### src/rtl/dm_arbiter.sv
// Two-requester round-robin arbiter onto a single memory port whose read data
// returns exactly one cycle after the read strobe.
module dm_arbiter #(
    parameter int AW = 32,
    parameter int DW = 32
) (
    input  logic            clk,
    input  logic            rstn,
    input  logic            m0_req,
    input  logic            m0_we,
    input  logic [AW-1:0]   m0_addr,
    input  logic [DW-1:0]   m0_wdata,
    input  logic [DW/8-1:0] m0_be,
    output logic            m0_gnt,
    output logic            m0_rvalid,
    output logic [DW-1:0]   m0_rdata,
    input  logic            m1_req,
    input  logic            m1_we,
    input  logic [AW-1:0]   m1_addr,
    input  logic [DW-1:0]   m1_wdata,
    input  logic [DW/8-1:0] m1_be,
    output logic            m1_gnt,
    output logic            m1_rvalid,
    output logic [DW-1:0]   m1_rdata,
    output logic            mem_en,
    output logic            mem_we,
    output logic [AW-1:0]   mem_addr,
    output logic [DW-1:0]   mem_wdata,
    output logic [DW/8-1:0] mem_be,
    input  logic [DW-1:0]   mem_rdata,
    output logic [15:0]     conflict_cnt
);

    localparam int BW = DW / 8;

    logic        last_q, last_d;        // 1'b1: m1 won the most recent grant
    logic [1:0]  rd_pend_q, rd_pend_d;  // one-hot owner of the read in flight
    logic [15:0] cnt_q, cnt_d;
    logic        g0_s, g1_s;

    // Round-robin grant; both grants forced low while reset is asserted
    always_comb begin
        g0_s = 1'b0;
        g1_s = 1'b0;
        if (!rstn) begin
            g0_s = 1'b0;
            g1_s = 1'b0;
        end else if (m0_req && m1_req) begin
            g0_s = last_q;
            g1_s = ~last_q;
        end else begin
            g0_s = m0_req;
            g1_s = m1_req;
        end
    end

    // Memory port mux from the winning requester
    always_comb begin
        mem_en    = g0_s | g1_s;
        mem_we    = 1'b0;
        mem_addr  = {AW{1'b0}};
        mem_wdata = {DW{1'b0}};
        mem_be    = {BW{1'b0}};
        case ({g1_s, g0_s})
            2'b01: begin
                mem_we    = m0_we;
                mem_addr  = m0_addr;
                mem_wdata = m0_wdata;
                mem_be    = m0_be;
            end
            2'b10: begin
                mem_we    = m1_we;
                mem_addr  = m1_addr;
                mem_wdata = m1_wdata;
                mem_be    = m1_be;
            end
            default: begin
                mem_we    = 1'b0;
                mem_addr  = {AW{1'b0}};
                mem_wdata = {DW{1'b0}};
                mem_be    = {BW{1'b0}};
            end
        endcase
    end

    // Next-state for last winner, read-response owner and saturating conflict count
    always_comb begin
        last_d    = last_q;
        rd_pend_d = {g1_s & ~m1_we, g0_s & ~m0_we};
        cnt_d     = cnt_q;
        if (g0_s || g1_s) begin
            last_d = g1_s;
        end else begin
            last_d = last_q;
        end
        if (m0_req && m1_req && (cnt_q != 16'hFFFF)) begin
            cnt_d = cnt_q + 16'd1;
        end else begin
            cnt_d = cnt_q;
        end
    end

    // State registers; reset drops any read response still in flight
    always_ff @(posedge clk or negedge rstn) begin
        if (!rstn) begin
            last_q    <= 1'b1;
            rd_pend_q <= 2'b00;
            cnt_q     <= 16'd0;
        end else begin
            last_q    <= last_d;
            rd_pend_q <= rd_pend_d;
            cnt_q     <= cnt_d;
        end
    end

    // Read response steering; data is zero whenever its valid is low
    always_comb begin
        m0_rvalid = rd_pend_q[0];
        m1_rvalid = rd_pend_q[1];
        if (rd_pend_q[0]) begin
            m0_rdata = mem_rdata;
        end else begin
            m0_rdata = {DW{1'b0}};
        end
        if (rd_pend_q[1]) begin
            m1_rdata = mem_rdata;
        end else begin
            m1_rdata = {DW{1'b0}};
        end
    end

    assign m0_gnt       = g0_s;
    assign m1_gnt       = g1_s;
    assign conflict_cnt = cnt_q;

endmodule

### config.mk
export PLATFORM = sky130hd
export DESIGN_NAME = dm_arbiter
export DESIGN_NICKNAME = d
export VERILOG_FILES = /design/src/rtl/dm_arbiter.sv
export SDC_FILE = /design/constraint.sdc
export NUM_CORES = 1
export LEC_CHECK = 0
export ABC_CLOCK_PERIOD_IN_PS = 5450
export BUFFER_PORTS_ARGS = -buffer_cell sky130_fd_sc_hd__buf_2
export CORE_AREA = 2 2 127 129
export DETAILED_ROUTE_END_ITERATION = 8
export DIE_AREA = 0 0 129 131
export GPL_TIMING_DRIVEN = 0
export SLEW_MARGIN = 20
export SYNTH_ARGS = -nofsm -noshare
export SYNTH_HDL_FRONTEND = slang
export SYNTH_SLANG_ARGS = --single-unit
### constraint.sdc
create_clock -name clk -period 5.45 [get_ports clk]
set_input_delay 1.09 -clock clk [delete_from_list [all_inputs] [get_ports clk]]
set_output_delay 1.09 -clock clk [all_outputs]
set_load 0.02 [all_outputs]
==> results.txt, run 1 <==
For the worst flop-to-flop path, the logic depth is 5. Data on the critical path arrives at its endpoint at 3.84 ns. The global-route wire length before repair was 18.3 mm. The count of nets left with antenna violations once routing finished came out at 0. In this run the horizontal extent of the chip is 129 um. Wires add up to 13.4 mm. Share of synthesized area spent on multiplexers: 1.53%. The analysis attributes to cell leakage a power of 2.44 nW. 328 I/O pins were placed.

The floorplan die height works out to 131 um. Summing all placed instances gives a cell area of 0.00437 mm2. The sequential cell fraction of total power is 28.0%.

The flow ran to the end, and the final reports show no timing, DRC or antenna violations. After legalization and detailed placement, the total HPWL measured 11.8 mm. Once placement completed, the tool counted placed cells totaling 865. The routing usage on met3 is 2.44%. The number of global-route vias before repair was 3393; the met1 capacity usage during global routing was 17.2%. Setup repair after global routing left no endpoint under its margin. The netlist area before placement is 0.00246 mm2, and the final global-route overflow total is 0. Adding up every negative setup slack in the final design gives 0 ns. The number of nets in the synthesized netlist is 500. The clock network accounts for 21.0% of the total power. Max-cap violations in this run came to 0. The path class of the lowest-slack min-delay path was flop to flop. The root buffer cell chosen for the clock tree is sky130_fd_sc_hd__clkbuf_16. In this run, synthesis inferred 0 flip-flops with an integrated enable. The detailed router finished its first iteration with 153 violations. In this run, synthesis produced a sequential element count of 19.

For this run, the leading register cell type out of synthesis is sky130_fd_sc_hd__dfrtp_1. Walking the worst path, the cells encountered are buf_2 > nand3_1 > inv_1 > ha_1 > clkbuf_1 > clkbuf_1 > buf_1 > a22oi_1 > nor2b_1 > buf_2. The total routing resource utilization after global routing was 14.1%.

At the worst endpoint, the required time is 4.36 ns. In this run the deepest clock path goes through 2 buffers. Input and output buffers added on the ports amount to 327. Transition at the pin with the smallest max-transition slack: 0.634 ns. The logs give 0.203 GHz for the upper clock frequency limit and 0 for the number of endpoints failing setup at the final stage. The synthesized-area fraction occupied by adder cells was 2.03%; the post-CTS setup repair buffer count was 0. Post-synthesis xor/xnor area fraction: 4.27%. The critical path's top delay family is buffers and inverters. The worst setup path is launched from a primary input. The nature of the critical path endpoint is an output port. The worst hold path passes through 2 cells. Worst setup path category: primary input to output port. met2 is the most crowded layer. In the routed design, unresolved DRC markers number 0.

The clock reaches the later pin of the worst-skew pair after 0.25 ns. After synthesis, the largest family of logic cells by area is simple AND/OR/NAND/NOR gates. The final standard cell area without fillers came out at 0.00445 mm2. The total of hold buffers inserted after clock tree synthesis came out at 0.

Across all layers, the routed design uses 3681 vias. The final-report hold violation count is 0, and the number of gates resized after CTS is 0. Of the total synthesized cell area, the portion taken by AND, OR, NAND and NOR gates is 45.4%. The worst-case IR drop observed on VDD is 103 uV.

Summed over all nets, the switching power comes to 0.000304 W. Largest net degree at the start of global routing: 22. From synthesis to final layout, the design area changed by 80.9%. Net switching fraction of the power: 41.9%.

In this run the core area contains 46 standard-cell rows. Once the floorplan was initialized, standard cells occupied 15.8% of the core. The number of antenna violations at the first check in global routing is 1.

At the end of the flow, the number of nets in the layout was 832. Clock-pin slew was measured on the worst setup and hold paths at 0.06 ns. Of the available clock period, the critical path in the final layout requires 90.4%. In the global route stage, met2 resource usage came out at 25.5%.

The per-cell via count in the routed design is 4.23. The pre-antenna-repair detailed-routing pass consisted of 4 iterations. The critical path contains buffers and inverters numbering 6 combined. For this run, asynchronously set or reset flops after synthesis account for 100%. After the flow finishes, the layout carries non-filler instances totaling 870. The max-slew violation count is 0.

After layout, the minimum clock period comes to 4.93 ns. The worst relative slew slack is 57.7%. For this design, the slowest cell found on the critical path is sky130_fd_sc_hd__clkbuf_1. The count of cell types in the netlist was 36.

TritonCTS built the clock tree. The ratio of total power to cell area was 163 mW/mm2. In this run the worst path has a maximum fanout of 21. Clock skew on the completed layout was measured at 0.00286 ns. The number of clock sinks is 19, and the fraction of power consumed by combinational cells is 51.0%.

Yosys printed 0 warnings. Averaged over all synthesized cells, the footprint is 7.64 um2. The critical path crosses 10 cells after its start point. The largest single stage delay on the critical path is 0.46 ns. The post-synthesis cell count came out at 322.

In the final routed layout, each cell accounts on average for 15.4 um. The tools report the area of the die as 0.0169 mm2. The share of the synthesized area in compound gates (AO/OA/AOI/OAI) was 22.1%.

Routability-driven placement finished with a final weighted congestion of 0.782. The region available for standard cell placement spans 0.0156 mm2. Cells with a size suffix above 1 make up 52.5% of the layout.

The internal power is 0.000421 W, and the clock buffer count from CTS is 3. The part of the Yosys area used for sequential elements was 19.4%. The tools report the H-tree depth as 1.
per-layer routing:
metal / vias up / share of wire (%)
li1: 1791 / -
met1: 1647 / 40
met2: 227 / 51
met3: 16 / 7.8
met4: 0 / 1.7
met5: - / 0
power by group through the flow:
stage / Combinational [W] / Sequential, W / Clock [W]
floorplan: 0.000175 / 0.000224 / 0
global placement: 0.000371 / 0.000204 / 0
detailed placement: 0.000374 / 0.000205 / 0
CTS: 0.000375 / 0.000203 / 0.000158
global route: 0.000405 / 0.000208 / 0.000163
finish: 0.000370 / 0.000203 / 0.000152
cell families after synthesis:
kind of cell	after synthesis
compound gates	73
xor+xnor	12
fa+ha+maj	4
buf+inv	35
flops	19
mux	3
simple gates	176
final timing paths:
kind | end | start | slack (ns)
max | mem_be[2] | rstn | 0.52
min | last_q | last_q | 0.50
max reg2reg | conflict_cnt[12] | conflict_cnt[0] | 3.63
min reg2reg | last_q | last_q | 0.50
max in group asynchronous | last_q | rstn | 4.32
min in group asynchronous | conflict_cnt[9] | rstn | 0.79
sequential cells by signal (all words and copies together), names as in the netlist:
| signal | cells |
|---|---|
| conflict_cnt | 16 |
| last_q | 1 |
| rd_pend_q | 2 |
metrics by stage:
| stage | setup WS (ns) | total power, W | hold WS (ns) | util [%] |
|---|---|---|---|---|
| floorplan | 1.54 | 0.000399 | 0.475 | - |
| global placement | 0.345 | 0.000575 | 0.486 | 28.0 |
| detailed placement | 0.314 | 0.000579 | 0.496 | 28.0 |
| CTS | 0.316 | 0.000735 | 0.505 | 28.5 |
| global route | 0.0771 | 0.000775 | 0.554 | 28.5 |
| finish | 0.523 | 0.000725 | 0.503 | 28.5 |
cell type report:
| class | instances | area, um2 |
|---|---|---|
| Buffer | 29 | 109 |
| Antenna cell | 1 | 2.50 |
| Tap cell | 216 | 270 |
| Clock buffer | 3 | 75.1 |
| Clock inverter | 1 | 5.00 |
| Multi-Input combinational cell | 268 | 1850 |
| Timing Repair Buffer | 327 | 1640 |
| Inverter | 6 | 22.5 |
| Sequential cell | 19 | 477 |
| Fill cell | 1778 | 11100 |
synth_stat cells, types with 4 or more instances:
master / number / area [um2]
sky130_fd_sc_hd__a22oi_1: 69 / 518
sky130_fd_sc_hd__and2_1: 65 / 407
sky130_fd_sc_hd__clkbuf_1: 27 / 101
sky130_fd_sc_hd__dfrtp_1: 18 / 450
sky130_fd_sc_hd__ha_1: 4 / 50.1
sky130_fd_sc_hd__inv_1: 6 / 22.5
sky130_fd_sc_hd__nand2_1: 7 / 26.3
sky130_fd_sc_hd__nand3_1: 6 / 30.0
sky130_fd_sc_hd__nand4_1: 5 / 31.3
sky130_fd_sc_hd__nor2_1: 6 / 22.5
sky130_fd_sc_hd__nor2b_1: 69 / 432
sky130_fd_sc_hd__nor3_1: 4 / 20.0
sky130_fd_sc_hd__xnor2_1: 6 / 52.6
sky130_fd_sc_hd__xor2_1: 6 / 52.6
cell usage in the layout, fill, tap and decap left out, types with 2 or more instances in the layout:
cell type,synthesis,routed
sky130_fd_sc_hd__buf_2,0,327
sky130_fd_sc_hd__a22oi_1,69,69
sky130_fd_sc_hd__nor2b_1,69,69
sky130_fd_sc_hd__and2_1,65,65
sky130_fd_sc_hd__clkbuf_1,27,27
sky130_fd_sc_hd__dfrtp_1,18,18
sky130_fd_sc_hd__nand2_1,7,7
sky130_fd_sc_hd__inv_1,6,6
sky130_fd_sc_hd__nand3_1,6,6
sky130_fd_sc_hd__nor2_1,6,6
sky130_fd_sc_hd__xor2_1,6,6
sky130_fd_sc_hd__xnor2_1,6,6
sky130_fd_sc_hd__nand4_1,5,5
sky130_fd_sc_hd__nor3_1,4,4
sky130_fd_sc_hd__ha_1,4,4
sky130_fd_sc_hd__clkbuf_16,0,3
sky130_fd_sc_hd__buf_1,2,2
sky130_fd_sc_hd__mux2_2,2,2
worst register-to-register path, stage by stage (launching register included):
cell	delay [ns]
sky130_fd_sc_hd__dfrtp_1	0.41
sky130_fd_sc_hd__ha_1	0.18
sky130_fd_sc_hd__nand3_1	0.18
sky130_fd_sc_hd__or2_2	0.39
sky130_fd_sc_hd__nor3_1	0.19
sky130_fd_sc_hd__mux2_2	0.35
Power figures use the tool's default switching activity.
==> inputs of run 2 (changes only) <==
==> config.mk (replaced) <==
export PLATFORM = sky130hd
export DESIGN_NAME = dm_arbiter
export DESIGN_NICKNAME = d
export VERILOG_FILES = /design/src/rtl/dm_arbiter.sv
export SDC_FILE = /design/constraint.sdc
export NUM_CORES = 1
export LEC_CHECK = 0
export ABC_CLOCK_PERIOD_IN_PS = 6100
export CORE_AREA = 2 2 126 128
export DETAILED_ROUTE_END_ITERATION = 8
export DIE_AREA = 0 0 128 130
export DONT_BUFFER_PORTS = 1
export GPL_TIMING_DRIVEN = 0
export PLACE_DENSITY_LB_ADDON = 0.1
export SLEW_MARGIN = 20
export SYNTH_ARGS = -nofsm -noshare
export SYNTH_HDL_FRONTEND = slang
export SYNTH_SLANG_ARGS = --single-unit
==> constraint.sdc (replaced) <==
create_clock -name clk -period 6.1 [get_ports clk]
set_input_delay 1.22 -clock clk [delete_from_list [all_inputs] [get_ports clk]]
set_output_delay 1.22 -clock clk [all_outputs]
set_load 0.02 [all_outputs]
==> run 2 against run 1 <==
Compared with the run above:
- sequential power rose by 3%
- register-to-register slack improved by 0.49 ns
- clock power decreased by 11%
- core utilization shrank 11 points
- non-clock buffer count decreased by 327
- global-route usage down 2.4 points
- largest cell class unchanged
==> results.txt, run 2 (same netlist as run 1, synthesis figures left out) <==
The post-CTS setup repair buffer count was 0 (unchanged); the reported max-cap violation count was 0 (unchanged). The multi-input combinational cell area was 0.00185 mm2 (unchanged). The biggest fanout along the worst timing path works out to 10 (-52%).

The floorplan die height is 130 um (-0.76%). The worst setup path is captured at an output port. The global-route wire length before repair is 14.6 mm (-20%).

The H-tree depth is 1 (unchanged). For the required time at the worst-slack endpoint, the log shows 4.88 ns (+0.52 ns). The worst setup path is launched from a primary input. The row count came out at 46 (unchanged). The tools report the final setup skew as 0.00143 ns (-0.00143 ns).

For the reported leakage power, the log shows 0.930 nW (-62%). For the worst relative slew slack, the log shows 61.6% (+3.9 points). The number of endpoints failing setup at the final stage is 0 (unchanged), and the violation count after the first detailed-routing iteration is 84 (-45%). For the total negative setup slack, the log shows 0 ns (unchanged).

The run gives 15.9% (+0.18 points) as the initial standard-cell utilization of the core. The run gives 0 (-1) as the antenna diode count. Relative to the synthesized area, the layout overhead comes to 13.0%. The worst path needs 4.88 ns of the cycle, external delays included. Horizontal die dimension: 128 um (-0.78%). The port buffer count was 0 (-100%); the detailed-router iteration count before antenna repair was 4 (unchanged). The total half-perimeter wirelength after legalization and detailed placement was 9.74 mm (-17%). Setup repair after global routing left no endpoint under its margin. The number of clock sinks was 19 (unchanged).

Static timing analysis puts the maximum clock frequency at 0.205 GHz. The post-layout worst setup margin was 1.22 ns (+0.693 ns); the fraction of final layout cells sized beyond drive strength 1 was 4.60% (-48 points). The tools report the total of hold buffers inserted after clock tree synthesis as 0 (unchanged). The run gives 0.25 ns (about the same) as the clock latency of the later-clocked register in the worst-skew pair. The ratio of total power to cell area was 192 mW/mm2 (+18%). The register area was 477 um2 (unchanged). TritonCTS built the clock tree. The sum of routed wire length over all layers is 11.3 mm (-16%), and the area of the core is 0.0154 mm2 (-1.1%). The routed length per placed instance is 21.8 um (+41%), and the number of antenna violations at the first check in global routing is 0 (-1).

The run gives 2563 (-30%) as the routed via count. The DRC violation count after routing was 0 (unchanged); the final worst-path cycle share was 80.1%. For the final-layout fill cell count, the log shows 1745 (-1.9%).

The tools report the worst hold slack across all endpoints as 0.520 ns (+0.0172 ns). The final global-route overflow total was 0 (unchanged); the transition at the pin with the smallest max-transition slack was 0.571 ns (-0.0631 ns). The tools report the master cell of the clock root buffer as sky130_fd_sc_hd__clkbuf_16. Leaving out fill and tap cells, the most frequent cells in the layout are 69 x sky130_fd_sc_hd__a22oi_1, 69 x sky130_fd_sc_hd__nor2b_1, 65 x sky130_fd_sc_hd__and2_1. The area of the die is 0.0166 mm2 (-1.5%). Path class of the lowest-slack min-delay path: flop to flop. For the clock buffer count from CTS, the log shows 3 (unchanged).

For the total routing resource utilization after global routing, the log shows 11.7% (-2.4 points). The maximum root-to-sink buffer count was 2 (unchanged). The per-cell via count in the routed design was 4.95 (+17%); the final-report hold violation count was 0 (unchanged).

The number of flip-flops in the largest register is 16 (unchanged). The largest vdd supply drop is 77.0 uV (-25%), and the clock-pin slew on the worst setup and hold paths is 0.05 ns (about the same). The flow ran to the end, and the final reports show no timing, DRC or antenna violations. For the number of antenna-violating nets in the routed design, the log shows 0 (unchanged). The max-slew violation count is 0 (unchanged), and the net total in the final layout is 505 (-39%).

The largest net degree at the start of global routing was 22 (unchanged); the data arrival time of the critical path was 3.66 ns (-0.18 ns). Count of boundary I/O pins: 328 (unchanged). The global placer's final weighted congestion is 0.731 (-6.6%), and the number of gates resized after CTS is 0 (unchanged). For the worst setup timing slack at the placement stage, the log shows 1.19 ns (+0.872 ns). The worst setup path is of the primary input to output port kind. The number of global-route vias before repair came out at 2365 (-30%).
[run 2: area by class of cell]
cell class	count	share of cell area [%]
multi-input cells	268	66.6
flip-flops and latches	19	17.2
well taps	192	8.64
plain buffers	29	3.92
clock buffers	4	2.84
inverters	6	0.810
[run 2: worst paths after layout]
| kind | startpoint | to | slack, ns | cells after the start |
|---|---|---|---|---|
| worst max-delay path | m1_req | mem_we | 1.22 | 9 |
| min in group asynchronous | rstn | conflict_cnt[0] | 0.66 | 0 |
| worst max register to register | conflict_cnt[0] | conflict_cnt[12] | 4.12 | 5 |
| max in group asynchronous | rstn | last_q | 5.27 | 0 |
| worst min-delay path | last_q | last_q | 0.52 | 2 |
| worst min register to register | last_q | last_q | 0.52 | 2 |
[run 2: through the flow]
| step | instances | utilization [%] | total power, W | instance area (um2) |
|---|---|---|---|---|
| floorplan | 322 | - | 0.000357 | 2460 |
| global placement | 514 | 17.5 | 0.000403 | 2700 |
| detailed placement | 514 | 17.5 | 0.000403 | 2700 |
| CTS | 518 | 18.0 | 0.000542 | 2780 |
| global route | 518 | 18.0 | 0.000569 | 2780 |
| finish | 518 | 18.0 | 0.000535 | 2780 |
[run 2: layer usage]
metal,vias up,track usage [%],routed length [um]
met2,208,22.9,6090
met1,1210,13.2,4160
li1,1135,-,-
met5,-,0,0
met4,0,2.59,185
met3,10,2.05,863
[run 2: where the power goes]
group          internal (W)  switching (W)
Clock             0.0000889      0.0000470
Combinational     0.0000678       0.000122
Sequential         0.000148      0.0000616
Total              0.000304       0.000230
[run 2: critical path: stages]
cell and delay (ns):
sky130_fd_sc_hd__inv_1 0.03, sky130_fd_sc_hd__o211ai_1 0.20, sky130_fd_sc_hd__inv_1 0.27, sky130_fd_sc_hd__ha_1 0.18, sky130_fd_sc_hd__clkbuf_1 0.25, sky130_fd_sc_hd__clkbuf_1 0.44
sky130_fd_sc_hd__buf_1 0.47, sky130_fd_sc_hd__a22oi_1 0.15, sky130_fd_sc_hd__nor2b_1 0.43
